$ cat src/rtl/mar_burst.sv
// mar_burst: memory address register with a burst address generator.
// In IDLE, DMEM can be loaded directly from addr_in. A start command launches
// a burst of burst_len beats. Each mem_ack moves DMEM to the next address,
// either linearly or wrapping inside a 2^WRAP_LOG2 window. done pulses for one
// cycle after the final beat. err stays set once a linear burst has wrapped
// past the top of the address space.
//
// Handshake: while busy is high, DMEM is held stable and is treated as
// "valid". mem_ack acts as "ready": one beat is consumed on each rising edge
// where mem_ack=1. abort wins over mem_ack on the same edge. mem_ack and abort
// have no effect in IDLE.
module mar_burst #(
  parameter int ADDR_W    = 24,
  parameter int LEN_W     = 8,
  parameter int STRIDE    = 1,
  parameter int WRAP_LOG2 = 4
) (
  input  logic              clk,
  input  logic              rst,
  input  logic              write,
  input  logic [ADDR_W-1:0] addr_in,
  input  logic              start,
  input  logic [LEN_W-1:0]  burst_len,
  input  logic              mode,
  input  logic              mem_ack,
  input  logic              abort,
  output logic [ADDR_W-1:0] DMEM,
  output logic              busy,
  output logic              done,
  output logic              err,
  output logic              dbg_state
);

  typedef enum logic {
    S_IDLE = 1'b0,
    S_RUN  = 1'b1
  } state_t;

  localparam logic [ADDR_W:0]    STRIDE_EXT = (ADDR_W+1)'(STRIDE);
  localparam logic [WRAP_LOG2-1:0] STRIDE_LO = WRAP_LOG2'(STRIDE);
  localparam logic [LEN_W-1:0]   LEN_ONE    = LEN_W'(1);
  localparam logic [LEN_W-1:0]   LEN_ZERO   = '0;

  state_t              state_q, state_d;
  logic [ADDR_W-1:0]   dmem_q, dmem_d;
  logic [LEN_W-1:0]    cnt_q, cnt_d;
  logic [LEN_W-1:0]    len_q, len_d;
  logic                mode_q, mode_d;
  logic                done_q, done_d;
  logic                err_q, err_d;

  logic [ADDR_W:0]       lin_sum;
  logic [WRAP_LOG2-1:0]  wrap_low;
  logic [ADDR_W-1:0]     wrap_addr;
  logic                  last_beat;
  logic                  start_ok;

  // Address arithmetic and beat bookkeeping derived from the current registers
  always_comb begin
    lin_sum   = {1'b0, dmem_q} + STRIDE_EXT;
    wrap_low  = dmem_q[WRAP_LOG2-1:0] + STRIDE_LO;
    wrap_addr = {dmem_q[ADDR_W-1:WRAP_LOG2], wrap_low};
    // The counter only ever reaches len-1, so it never overflows even when len is at its maximum
    last_beat = (cnt_q == (len_q - LEN_ONE));
    start_ok  = start && (burst_len != LEN_ZERO);
  end

  // State register
  always_ff @(posedge clk) begin
    if (rst) begin
      state_q <= S_IDLE;
    end else begin
      state_q <= state_d;
    end
  end

  // Next-state logic: a non-empty start enters RUN; the last acked beat or abort leaves it
  always_comb begin
    state_d = state_q;
    case (state_q)
      S_IDLE: begin
        if (start_ok) state_d = S_RUN;
      end
      S_RUN: begin
        if (abort)                       state_d = S_IDLE;
        else if (mem_ack && last_beat)   state_d = S_IDLE;
      end
      default: state_d = S_IDLE;
    endcase
  end

  // Datapath next values: loads, burst setup, and per-beat address advance
  always_comb begin
    dmem_d = dmem_q;
    cnt_d  = cnt_q;
    len_d  = len_q;
    mode_d = mode_q;
    done_d = 1'b0;
    err_d  = err_q;
    case (state_q)
      S_IDLE: begin
        if (start) begin
          err_d = 1'b0;
          if (start_ok) begin
            if (write) dmem_d = addr_in;
            len_d  = burst_len;
            mode_d = mode;
            cnt_d  = LEN_ZERO;
          end else begin
            // An empty burst completes at once and leaves DMEM alone
            done_d = 1'b1;
          end
        end else if (write) begin
          dmem_d = addr_in;
        end
      end
      S_RUN: begin
        if (abort) begin
          cnt_d = LEN_ZERO;
        end else if (mem_ack) begin
          if (last_beat) begin
            // The final address stays on DMEM after the burst finishes
            done_d = 1'b1;
            cnt_d  = LEN_ZERO;
          end else begin
            cnt_d = cnt_q + LEN_ONE;
            if (mode_q) begin
              dmem_d = wrap_addr;
            end else begin
              dmem_d = lin_sum[ADDR_W-1:0];
              if (lin_sum[ADDR_W]) err_d = 1'b1;
            end
          end
        end
      end
      default: ;
    endcase
  end

  // Datapath registers
  always_ff @(posedge clk) begin
    if (rst) begin
      dmem_q <= '0;
      cnt_q  <= '0;
      len_q  <= '0;
      mode_q <= 1'b0;
      done_q <= 1'b0;
      err_q  <= 1'b0;
    end else begin
      dmem_q <= dmem_d;
      cnt_q  <= cnt_d;
      len_q  <= len_d;
      mode_q <= mode_d;
      done_q <= done_d;
      err_q  <= err_d;
    end
  end

  // Outputs: busy follows the RUN state; everything else comes straight from registers
  always_comb begin
    DMEM      = dmem_q;
    busy      = (state_q == S_RUN);
    done      = done_q;
    err       = err_q;
    dbg_state = state_q;
  end

endmodule

$ cat config.mk
export PLATFORM = sky130hd
export DESIGN_NAME = mar_burst
export DESIGN_NICKNAME = d
export VERILOG_FILES = /design/src/rtl/mar_burst.sv
export SDC_FILE = /design/constraint.sdc
export NUM_CORES = 1
export LEC_CHECK = 0
export CAP_MARGIN = 0
export CELL_PAD_IN_SITES_DETAIL_PLACEMENT = 1
export CELL_PAD_IN_SITES_GLOBAL_PLACEMENT = 2
export CORE_ASPECT_RATIO = 0.9
export CORE_MARGIN = 2
export CORE_UTILIZATION = 38
export CTS_BUF_LIST = sky130_fd_sc_hd__clkbuf_2 sky130_fd_sc_hd__clkbuf_4 sky130_fd_sc_hd__clkbuf_8
export DETAILED_ROUTE_END_ITERATION = 10
export DONT_BUFFER_PORTS = 1
export PLACE_DENSITY_LB_ADDON = 0.1
export RECOVER_POWER = 25
export SLEW_MARGIN = 5
export SYNTH_ARGS = -nofsm -noshare
export SYNTH_HDL_FRONTEND = slang
export SYNTH_SLANG_ARGS = --single-unit
export TNS_END_PERCENT = 100
$ cat constraint.sdc
create_clock -name clk -period 2.44 [get_ports clk]
set_input_delay 0.366 -clock clk [delete_from_list [all_inputs] [get_ports clk]]
set_output_delay 0.366 -clock clk [all_outputs]
set_load 0.01 [all_outputs]
# == Yosys cells after proc, flatten, opt, wreduce, memory -nomap -nowiden ==
# Index checks and enable logic that the tools add are counted.
# word_totals
register_bits,44
ramBits,0
mem_bits_ro,0
latch_bits,0
inputBits,39
mem_count,0
# classes
magnitude_cmp,0
shifts,0
n_div,0
multipliers,0
eq_ne,10
bitwise_logic,1
n_addsub,4
muxes,31
n_reduce_logical,8
# ops
op,count
$mux W24,7
$pmux W24 S2,1
$mux W8,5
$add A24 B1 Y25 const B,1
$pmux W8 S2,1
$mux W1,14
$ne A2 B2 Y1 const B,6
$add A8 B1 Y8 const B,1
$eq A8 B8 Y1,1
$reduce_bool A8 Y1,1
$sub A8 B1 Y8 const B,1
$ne A3 B3 Y1 const B,2
$pmux W1 S2,3
$reduce_and A3 Y1,2
$reduce_and A6 Y1,1
$reduce_and A5 Y1,1
$add A4 B1 Y4 const B,1
$reduce_and A4 Y1,1
$logic_and A1 B1 Y1,2
$ne A2 B1 Y1 const B,1
$not A1 Y1,1

# == Depth between registers and ports, before layout ==
# depth
word_depth,7
mapped_depth,10
depth_no_buf,8

# == Worst setup path after synthesis ==
# OpenSTA, ideal clock, no wires.
# synth_timing
path_kind,flip-flop to flip-flop
start,"register dmem_q[0], in the netlist DMEM[0]"
end,"register err_q, in the netlist err"
setup_ns,0.078
slack_ns,0.287
path_buffers,0
period_less_slack_ns,2.153
required_ns,2.362
t_arrival_ns,2.074
path_stages_with_launch,8
cell_sequence,dfxtp_1 > ha_1 > nand4_1 > nor4_1 > nand2_1 > nor4_1 > a21oi_1 > nor3_1
# synth_between
elab_chain_len,3
# synth_rtl
item,line,rtl
start: declaration,45,"logic [ADDR_W-1:0] dmem_q, dmem_d;"
start signal: assignment,150,dmem_q <= dmem_d;
$add A24 B1 Y25,60,"lin_sum = {1'b0, dmem_q} + STRIDE_EXT;"
$ne A2 B1 Y1 (no source line),-,
$reduce_and A6 Y1 (no source line),-,
end signal: assignment,155,err_q <= err_d;
end: declaration,50,"logic err_q, err_d;"
# Every way passes these cells.
# A chain may end at the register's enable or synchronous reset.

# == Worst setup path after layout ==
# layout_timing
start,register len_q[0]
end,"register done_q, in the netlist done"
# layout_between
elab_chain_len,6
# layout_rtl
item,line,rtl
start: declaration,47,"logic [LEN_W-1:0] len_q, len_d;"
start signal: assignment,152,len_q <= len_d;
$sub A8 B1 Y8,64,last_beat = (cnt_q == (len_q - LEN_ONE));
$eq A8 B8 Y1,64,
$mux W1,121,if (last_beat) begin
$mux W1,120,end else if (mem_ack) begin
$mux W1,118,if (abort) begin
$pmux W1 S2,100,case (state_q)
end signal: assignment,154,done_q <= done_d;
end: declaration,49,"logic done_q, done_d;"
# Every way passes these cells.

==> flow_summary.ini <==
[synthesis]
number_of_standard_cells_after_synthesis = 357
synth_top_cell_area_share_pct = 30.9
syn-num-nets = 399
synth_top_cell_by_area = dfxtp_1
synth_seq_area_share_pct = 30.9
synthesis.area_per_instance_um2 = 7.99
post_synth_and_or_nand_nor_area_fraction_pct = 27.8
synth-seq-cells = 44
yosys-top-cells-area = dfxtp_1 (31%), a21oi_1 (6.1%), nand2_1 (5.4%)
post_synth_num_cell_types = 62
synth_adder_area_share_pct = 1.32
synth_edf_count = 0
synth_top_family_by_area = simple AND/OR/NAND/NOR gates
synth_area_in_xor_xnor_pct = 6.76
async_reset_ff_share_pct = 0
yosys_warnings = 0
synth_top_flop_cell = dfxtp_1
synth.area.mux_share_pct = 0.702
synth_compound_gate_area_share_pct = 25.6
synth.cell_area_mm2 = 0.00285

[die]
die_width_um = 95.3
chipHeight_um = 86.2
number_of_cell_rows = 29
boundaryPins = 67
floorplan.core_area_mm2 = 0.00715
initial_utilization_pct = 39.9
die_area_mm2 = 0.00821

[clock_network]
clk_root_buffer_cell = clkbuf_8
clock_latency_ns = 0.30
cts.path.max_buffers = 2
clock_sink_count = 44
cts-buffers-inserted = 5
clock_tree.htree_level_count = 2
cts_tree = yes
cts_hold_buffers = 0
worst_setup_hold_path_clk_slew_ns = 0.09

[power_and_ir_drop]
power_frac_seq_pct = 52.5
powerDensity_mw_per_mm2 = 527
power.static_leakage_nw = 1.11
netSwitchingFraction_pct = 32.4
internal-power_mw = 1.09
combPwrFrac_pct = 21.0
pwr-share-clk_pct = 26.5
p_total_mw = 1.61
switching_power_mw = 0.522
vdd_ir_drop_max_v = 0.000204

[job]
maxCapViolCount = 0

[grt]
overflow = 0
grt_start_max_net_pins = 37
global_route.usage.total_pct = 22.7
grt_first_pass_wirelength_um = 14600
grt_antenna_before_repair = 0
first_global_vias = 2787

[worst_setup_path]
arrival_ns = 2.44
cp-end-kind = flop
worst-path-max-fanout = 5
path_cells = inv_1, ha_1, nand2b_1, o211a_1, o31ai_2, buf_4, nand3_1, or3_1, a21oi_1
critPathMaxStageDelay_ns = 0.41
crit_family = compound AO/OA/AOI/OAI gates
register_to_register_setup_slack_ns = 0.23
startpoint_type = flop
cp_num_buf_inv = 2
path_class = flop to flop
crit_path_top_delay_cell = dfxtp_1
crit_required_ns = 2.67

[routing]
drt_iter0_drc = 140
finalWirelength_um = 8950
avgRoutedWirePerCell_um = 19.5
post_drt_via_cell_ratio = 5.97
via_count = 2742
postRouteAntennaNets = 0
first_pass_iters = 4
count_of_unresolved_drc_violations_after_routing = 0

[place]
dp_area_mm2 = 0.00299
routabilityCongestion = 0.844
dp_hpwl_um = 6470
dpl.cell_count = 454
place_worst_setup_slack_ns = 0.254
port_buffers = 0

[final_layout]
final_design_area_no_fill_mm2 = 0.00306
diodes = 0
syn_to_final_growth_pct = 7.37
layout.nets = 410
nFillCells = 892
stdcell_count = 459
drive_gt1_share_pct = 12.3
final_util_pct = 42.8

[hold_path]
hp-class = input pin to flop

[sta]
totalNegativeSetupSlack_ns = 0
upper_clock_frequency_limit_mhz = 452
final_worst_path_setup_slack_ns = 0.226
final-hold-violation-count = 0
finalClockSkew_ns = 0.0162
period_share_pct = 90.7
maxSlewHeadroom_pct = 63.0
fin_crit_ns = 2.21
finalMaxSlewViolations = 0
max_slew.worst_pin.slew_ns = 0.555
unrepaired_setup_endpoints_after_global_routing = false
final-setup-viol-count = 0
hold_ws_ns = 0.125

[status]
status = finished, final reports clean
[power by group through the flow]
stage,clock [mW],combinational (mW),sequential (mW)
final,0.427,0.339,0.847
after global routing,0.477,0.381,0.858
after floorplan,0,0.268,0.851
after CTS,0.437,0.340,0.849
after global placement,0,0.334,0.864
after detailed placement,0,0.339,0.865
[kinds of logic after synthesis]
family | count (synthesis)
buffers and inverters | 33
flip-flops | 44
adder cells (fa/ha/maj) | 3
XOR/XNOR | 22
AO/OA/AOI/OAI | 106
AND/OR/NAND/NOR | 147
multiplexers | 2
[worst register-to-register path: stages (launching register included)]
cell and delay (ns):
dfxtp_1 0.41, inv_1 0.06, ha_1 0.24, nand2b_1 0.17
o211a_1 0.14, o31ai_2 0.33, buf_4 0.20, nand3_1 0.07
or3_1 0.37, a21oi_1 0.15
[registers in the layout (all words and copies together), names as in the netlist]
signal  count
DMEM       24
done        1
mode_q      1
cnt_q       8
len_q       8
err         1
busy        1
[metal layers]
layer | up-vias | track usage [%] | wire [um]
met5 | - | 0 | 0
met4 | 0 | 4.74 | 63
met3 | 7 | 4.78 | 597
met2 | 71 | 32.5 | 3760
met1 | 1319 | 34.6 | 4530
li1 | 1345 | - | -
[repair_timing]
item                                    CTS  global route
endpoints found under the setup margin    0             1
resized for setup                         0             1
buffers inserted                          0             0
[final timing paths]
path              startpoint  endpoint  cells after the start
setup / recovery    len_q[0]      done                      9
hold / removal           rst  DMEM[19]                      1
setup reg to reg    len_q[0]      done                      9
hold reg to reg     len_q[1]  len_q[1]                      2
[area by class of cell]
class | count | area [um^2] | area share, %
clock buffers | 5 | 68.8 | 2.25
inverters | 15 | 56.3 | 1.84
multi-input cells | 280 | 1780 | 58.1
flip-flops and latches | 44 | 881 | 28.8
well taps | 93 | 116 | 3.80
repair buffers | 22 | 161 | 5.27
[cell usage after synthesis (all sizes together), types with 4 or more instances]
cell / number
nand4: 9
inv: 15
nor2: 26
nand2: 42
clkbuf: 11
o31ai: 4
a22o: 4
and3: 8
nand3: 14
buf: 6
a221oi: 4
xor2: 11
o21ai: 18
dfxtp: 44
or3: 5
a21oi: 35
nor3: 18
a22oi: 7
nand2b: 4
a32o: 4
nor4: 8
xnor2: 11
[layout by cell type (no fill, tap or decap), types with 3 or more instances in the layout]
master    instances
o21ai_0          17
o31ai_1           3
dfxtp_1          44
o22ai_1           3
and4_1            3
o32ai_1           3
nor2b_1           3
nor2_1           26
nand3_1          14
a32oi_1           3
nand2_1          41
or3_1             3
xor2_1           11
a22oi_1           7
a21oi_1          35
a22o_1            4
and3_1            6
a32o_1            4
o211a_1           3
inv_1            15
nand2b_1          4
nor4_1            5
nor3_1           17
xnor2_1          11
a31oi_1           3
nand4_1           8
buf_4            21
clkbuf_8          5
ha_1              3
No activity file was read; power rests on OpenSTA's default activity.
